<file path="src/rtl/cpu_defs.sv">
// rtl/cpu_defs.sv - shared widths, slot states and write-back request type
package cpu_defs;
    localparam int XLEN   = 32;
    localparam int REG_AW = 5;

    typedef struct packed {
        logic [REG_AW-1:0] dest;
        logic              wen;
        logic [XLEN-1:0]   data;
        logic [31:0]       pc;
    } wb_req_t;

    typedef enum logic {
        SLOT_EMPTY = 1'b0,
        SLOT_FULL  = 1'b1
    } slot_state_t;

    // A buffered result is a forwarding candidate only if it will really write raddr.
    function automatic logic slot_hit(input logic full, input wb_req_t e,
                                      input logic [REG_AW-1:0] raddr);
        return full && e.wen && (e.dest == raddr) && (raddr != '0);
    endfunction
endpackage

</file>
<file path="src/rtl/wb_slot.sv">
// rtl/wb_slot.sv - one-entry result buffer with valid/ready input and drain control
module wb_slot
    import cpu_defs::*;
(
    input  logic    clk,
    input  logic    rst_n,
    input  logic    i_valid,
    output logic    o_ready,
    input  wb_req_t i_req,
    input  logic    i_drain,
    output logic    o_full,
    output wb_req_t o_entry
);
    slot_state_t r_state;
    slot_state_t w_state_next;
    wb_req_t     r_entry;
    logic        w_accept;

    // Draining frees the slot in the same cycle, allowing one result per cycle.
    assign o_ready  = (r_state == SLOT_EMPTY) || i_drain;
    assign w_accept = i_valid && o_ready;
    assign o_full   = (r_state == SLOT_FULL);
    assign o_entry  = r_entry;

    always_ff @(posedge clk or negedge rst_n) begin
        if (!rst_n) begin
            r_state <= SLOT_EMPTY;
            r_entry <= '0;
        end else begin
            r_state <= w_state_next;
            if (w_accept) begin
                r_entry <= i_req;
            end
        end
    end

    always_comb begin
        w_state_next = r_state;
        case (r_state)
            SLOT_EMPTY: if (w_accept) w_state_next = SLOT_FULL;
            SLOT_FULL:  if (i_drain && !w_accept) w_state_next = SLOT_EMPTY;
            default:    w_state_next = SLOT_EMPTY;
        endcase
    end
endmodule

</file>
<file path="src/rtl/wb_writeback.sv">
// rtl/wb_writeback.sv - oldest-first write-back of EXE/MEM results with forwarding and trace
module wb_writeback
    import cpu_defs::*;
(
    input  logic              clk,
    input  logic              resetn,
    input  logic              exe_valid,
    output logic              exe_ready,
    input  logic [REG_AW-1:0] exe_dest,
    input  logic              exe_wen,
    input  logic [XLEN-1:0]   exe_data,
    input  logic [31:0]       exe_pc,
    input  logic              mem_valid,
    output logic              mem_ready,
    input  logic [REG_AW-1:0] mem_dest,
    input  logic              mem_wen,
    input  logic [XLEN-1:0]   mem_data,
    input  logic [31:0]       mem_pc,
    output logic              rf_we,
    output logic [REG_AW-1:0] rf_waddr,
    output logic [XLEN-1:0]   rf_wdata,
    input  logic [REG_AW-1:0] raddr1,
    input  logic [REG_AW-1:0] raddr2,
    output logic              hit1,
    output logic              hit2,
    output logic [XLEN-1:0]   fwd1,
    output logic [XLEN-1:0]   fwd2,
    output logic [31:0]       debug_wb_pc,
    output logic [3:0]        debug_wb_rf_we,
    output logic [REG_AW-1:0] debug_wb_rf_wnum,
    output logic [XLEN-1:0]   debug_wb_rf_wdata
);
    wb_req_t w_exe_req, w_mem_req, w_exe_entry, w_mem_entry, w_wb;
    logic    w_exe_full, w_mem_full;
    logic    w_drain_exe, w_drain_mem, w_drain_any, w_wr;
    logic    w_exe_hit1, w_mem_hit1, w_exe_hit2, w_mem_hit2;
    logic    r_mem_older;

    assign w_exe_req = '{dest: exe_dest, wen: exe_wen, data: exe_data, pc: exe_pc};
    assign w_mem_req = '{dest: mem_dest, wen: mem_wen, data: mem_data, pc: mem_pc};

    wb_slot u_exe_slot (
        .clk(clk), .rst_n(resetn), .i_valid(exe_valid), .o_ready(exe_ready),
        .i_req(w_exe_req), .i_drain(w_drain_exe), .o_full(w_exe_full), .o_entry(w_exe_entry)
    );

    wb_slot u_mem_slot (
        .clk(clk), .rst_n(resetn), .i_valid(mem_valid), .o_ready(mem_ready),
        .i_req(w_mem_req), .i_drain(w_drain_mem), .o_full(w_mem_full), .o_entry(w_mem_entry)
    );

    // A lone full slot always drains; with both full the older one goes first.
    assign w_drain_mem = w_mem_full && (!w_exe_full || r_mem_older);
    assign w_drain_exe = w_exe_full && !w_drain_mem;
    assign w_drain_any = w_drain_exe || w_drain_mem;
    assign w_wb        = w_drain_mem ? w_mem_entry : w_exe_entry;
    assign w_wr        = w_drain_any && w_wb.wen && (w_wb.dest != '0);

    // Both full only after a drain+refill (refilled slot is youngest) or a same-edge fill (MEM older).
    always_ff @(posedge clk or negedge resetn) begin
        if (!resetn) begin
            r_mem_older <= 1'b0;
        end else begin
            r_mem_older <= (w_exe_full && w_mem_full) ? w_drain_exe : 1'b1;
        end
    end

    assign rf_we             = w_wr;
    assign rf_waddr          = w_drain_any ? w_wb.dest : '0;
    assign rf_wdata          = w_drain_any ? w_wb.data : '0;
    assign debug_wb_pc       = w_drain_any ? w_wb.pc : '0;
    assign debug_wb_rf_we    = {4{w_wr}};
    assign debug_wb_rf_wnum  = rf_waddr;
    assign debug_wb_rf_wdata = rf_wdata;

    assign w_exe_hit1 = slot_hit(w_exe_full, w_exe_entry, raddr1);
    assign w_mem_hit1 = slot_hit(w_mem_full, w_mem_entry, raddr1);
    assign w_exe_hit2 = slot_hit(w_exe_full, w_exe_entry, raddr2);
    assign w_mem_hit2 = slot_hit(w_mem_full, w_mem_entry, raddr2);

    assign hit1 = w_exe_hit1 || w_mem_hit1;
    assign hit2 = w_exe_hit2 || w_mem_hit2;

    // On a double match the younger entry carries the newest value of the register.
    assign fwd1 = (w_exe_hit1 && w_mem_hit1) ? (r_mem_older ? w_exe_entry.data : w_mem_entry.data) :
                  w_exe_hit1 ? w_exe_entry.data :
                  w_mem_hit1 ? w_mem_entry.data : '0;
    assign fwd2 = (w_exe_hit2 && w_mem_hit2) ? (r_mem_older ? w_exe_entry.data : w_mem_entry.data) :
                  w_exe_hit2 ? w_exe_entry.data :
                  w_mem_hit2 ? w_mem_entry.data : '0;
endmodule

</file>
<file path="config.mk">
export PLATFORM = sky130hd
export DESIGN_NAME = wb_writeback
export DESIGN_NICKNAME = d
export VERILOG_FILES = /design/src/rtl/cpu_defs.sv /design/src/rtl/wb_slot.sv /design/src/rtl/wb_writeback.sv
export SDC_FILE = /design/constraint.sdc
export NUM_CORES = 1
export LEC_CHECK = 0
export ABC_CLOCK_PERIOD_IN_PS = 3200
export BUFFER_PORTS_ARGS = -buffer_cell sky130_fd_sc_hd__buf_4
export CAP_MARGIN = 20
export CORE_AREA = 2 2 148 150
export CTS_BUF_LIST = sky130_fd_sc_hd__clkbuf_16
export CTS_CLUSTER_DIAMETER = 60
export DETAILED_ROUTE_END_ITERATION = 10
export DIE_AREA = 0 0 150 152
export PLACE_DENSITY = 0.67
export SYNTH_ARGS = -nofsm -noshare
export SYNTH_HDL_FRONTEND = slang
export SYNTH_HIERARCHICAL = 1
export SYNTH_SLANG_ARGS = --single-unit
export TNS_END_PERCENT = 20
</file>
<file path="constraint.sdc">
create_clock -name clk -period 3.2 [get_ports clk]
set_clock_uncertainty 0.15 [all_clocks]
set_input_delay 0.64 -clock clk [delete_from_list [all_inputs] [get_ports clk]]
set_output_delay 0.64 -clock clk [all_outputs]
set_load 0.01 [all_outputs]
</file>
==> flow_summary.json <==
{
  "status": "completed",
  "vias": 6452,
  "worst_pin_slew_ns": 0.649,
  "final_cell_mix": "buf_4, nand2_1, mux2_4",
  "nets": 1162,
  "slowest_stage": "or4_4",
  "syn_inst": 711,
  "cts-htree-levels": 4,
  "path_buf_inv": 3,
  "crit_arrival_ns": 2.40,
  "wl_per_cell_um": 18.6,
  "mostFrequentLayoutCell": "buf_4",
  "fmax_ghz": 0.314,
  "cts_tree": "built",
  "cp-end-kind": "primary output",
  "rr_worst_depth": 7,
  "min_path_type": "in -> async",
  "grt_start_max_net_pins": 80,
  "synth-seq-cells": 143,
  "slew_viol_final": 0,
  "io_buffer_count": 332,
  "async_flop_share": 1.00,
  "power_leakage_nw": 5.95,
  "synthToLayoutAreaGrowth_pct": 39.5,
  "cts.sinks": 143,
  "r2r-end": "u_mem_slot/o_entry[12]$_DFFE_PN0P_",
  "first_pass_iters": 4,
  "rows": 54,
  "powerDensity_mw_per_mm2": 1010,
  "grtUsageTotal": 0.209,
  "crit_chain": "buf_4, or4_4, o211a_4, a311oi_4, buf_4, a22o_2, buf_4",
  "hpwl_um": 17600,
  "crit_family": "compound AO/OA/AOI/OAI gates",
  "ys_warn_count": 6,
  "maxCapViolCount": 0,
  "worstSkewPairLatency_ns": 0.41,
  "yosysSeqAreaShare": 0.430,
  "die_h_um": 152,
  "ys.flop_type": "dfrtp_1",
  "synth_edf_count": 0,
  "cts_buffers": 17,
  "syn-cell-area_mm2": 0.00833,
  "worstReg2RegStart": "r_mem_older$_DFF_PN0_",
  "period_share": 0.996,
  "place.gp.congestion": 0.865,
  "maxSlewHeadroom": 0.567,
  "routed_wirelength_um": 24200,
  "grt_setup_unrepaired": "true",
  "ir_drop_mv": 0.492,
  "slowest_delay_ns": 0.53,
  "required_ns": 2.41,
  "dieArea_mm2": 0.0228,
  "tns_ns": 0,
  "crit_top_cell": "buf_4",
  "antenna_left": 0,
  "grt_pass1_vias": 6583,
  "fin_crit_ns": 3.19,
  "coreArea_mm2": 0.0214,
  "syn_nets": 865,
  "drive_above_1_share": 0.579,
  "hold_violations": 0,
  "io_pins": 333,
  "initial_core_util": 0.390,
  "worstSetupPathType": "in -> out",
  "grt-ovfl-total": 0,
  "die_w_um": 150,
  "num-fill-cells": 1896,
  "drc": 0,
  "path_clk_slew_ns": 0.07,
  "drt_iter0_drc": 213,
  "grt_pass1_wl_um": 37200,
  "vias_per_cell": 4.96,
  "regToRegSetupSlack_ns": 0.80,
  "finalPower_w": 0.0118,
  "grt_antenna_before_repair": 1,
  "syn_avg_cell_area_um2": 11.7,
  "crit_cells": 7,
  "worstPathMaxFanout": 9,
  "crit_path_start_kind": "primary input",
  "clockBufferDepth": 2,
  "setup_violations": 0,
  "ys_types": 39,
  "clockRootBuffer": "clkbuf_16"
}
[through the flow]
stage	util	hold slack, ns	std cells	worst slack [ns]	area, um2
2_1_floorplan	-	0.194	711	0.271	8330
3_3_place_gp	0.510	0.340	1266	-0.127	10900
3_5_place_dp	0.510	0.343	1266	-0.190	10900
4_1_cts	0.538	0.0771	1298	0.00354	11500
5_1_grt	0.544	0.102	1302	-0.0536	11600
6_report	0.544	0.0624	1302	0.0140	11600
[kinds of logic (layout without fill, tap and decap cells)]
kind of cell,count (synthesis),count (layout),synth area share
buffers and inverters,92,402,0.0773
DFF,143,143,0.430
xor gates and xnor gates,20,20,0.0210
and+or+nand+nor,169,169,0.0886
muxes,140,140,0.252
other,0,1,0
AOI/OAI and AO/OA,147,147,0.131
[cells in the mapped netlist (2+ instances only)]
library cell / n / area, um2
dfrtp_1: 143 / 3580
nand2_1: 141 / 529
mux2_4: 140 / 2100
o21ai_0: 70 / 350
buf_4: 43 / 323
a22o_1: 33 / 289
a22o_2: 29 / 290
clkbuf_1: 23 / 86.3
buf_6: 17 / 191
xnor2_1: 12 / 105
buf_2: 8 / 40.0
xor2_1: 8 / 70.1
nand3_1: 4 / 20.0
and2_1: 3 / 18.8
nand2b_1: 3 / 18.8
nor3_1: 3 / 15.0
a21oi_1: 2 / 10.0
nand2_4: 2 / 22.5
nand2b_4: 2 / 27.5
nand4_1: 2 / 12.5
o211a_4: 2 / 35.0
o211ai_1: 2 / 15.0
o22ai_1: 2 / 12.5
or4_4: 2 / 22.5
[final cells by class]
class                   instances  area (um2)  share of cell area
diodes                          1        2.50            0.000215
clock buffers                  17         425              0.0366
clock inverters                15         145              0.0125
inverters                       1        3.75            0.000323
multi-input cells             476        4190               0.361
flip-flops and latches        143        3580               0.308
well taps                     280         350              0.0302
repair buffers                369        2920               0.251
[where the power goes]
group | internal (W) | switching [W]
Combinational | 0.00353 | 0.00277
Sequential | 0.00269 | 0.000883
Clock | 0.00103 | 0.000874
[state kept, by name, indices dropped and copies added (netlist names)]
| name | flops |
|---|---|
| u_exe_slot/o_entry | 70 |
| u_exe_slot/o_full | 1 |
| u_mem_slot/o_full | 1 |
| r_mem_older | 1 |
| u_mem_slot/o_entry | 70 |
[metal layers]
metal	wire length (um)	GRT usage	vias to the layer above
met1	9950	0.263	3115
li1	-	-	3064
met4	751	0.0921	0
met5	0	0	-
met2	11800	0.344	235
met3	1670	0.0462	38
[worst max-delay path by stage]
stage / start / to / slack, ns
global route: raddr2[1] / fwd2[25] / -0.05
finish: raddr2[1] / fwd2[1] / 0.01
detailed placement: raddr2[1] / fwd2[23] / -0.19
floorplan: raddr2[1] / fwd2[5] / 0.27
global placement: raddr2[1] / fwd2[29] / -0.13
CTS: raddr1[2] / fwd1[0] / 0.004
[worst register-to-register path: stages (launching register included)]
cell and delay, ns:
dfrtp_2 0.48, nand2b_1 0.19, and2_4 0.18, buf_16 0.19
nand2b_4 0.23, nand2_4 0.09, buf_4 0.43, mux2_4 0.36
[what timing repair did]
action                                  CTS  global route
setup buffers                             0             2
cloned                                    0             1
pin swaps                                 0             8
endpoints found under the setup margin   43            67
resized for setup                         3            24
endpoints found under the hold margin     0             0
hold buffers                              0             0
Power figures use the tool's default switching activity.
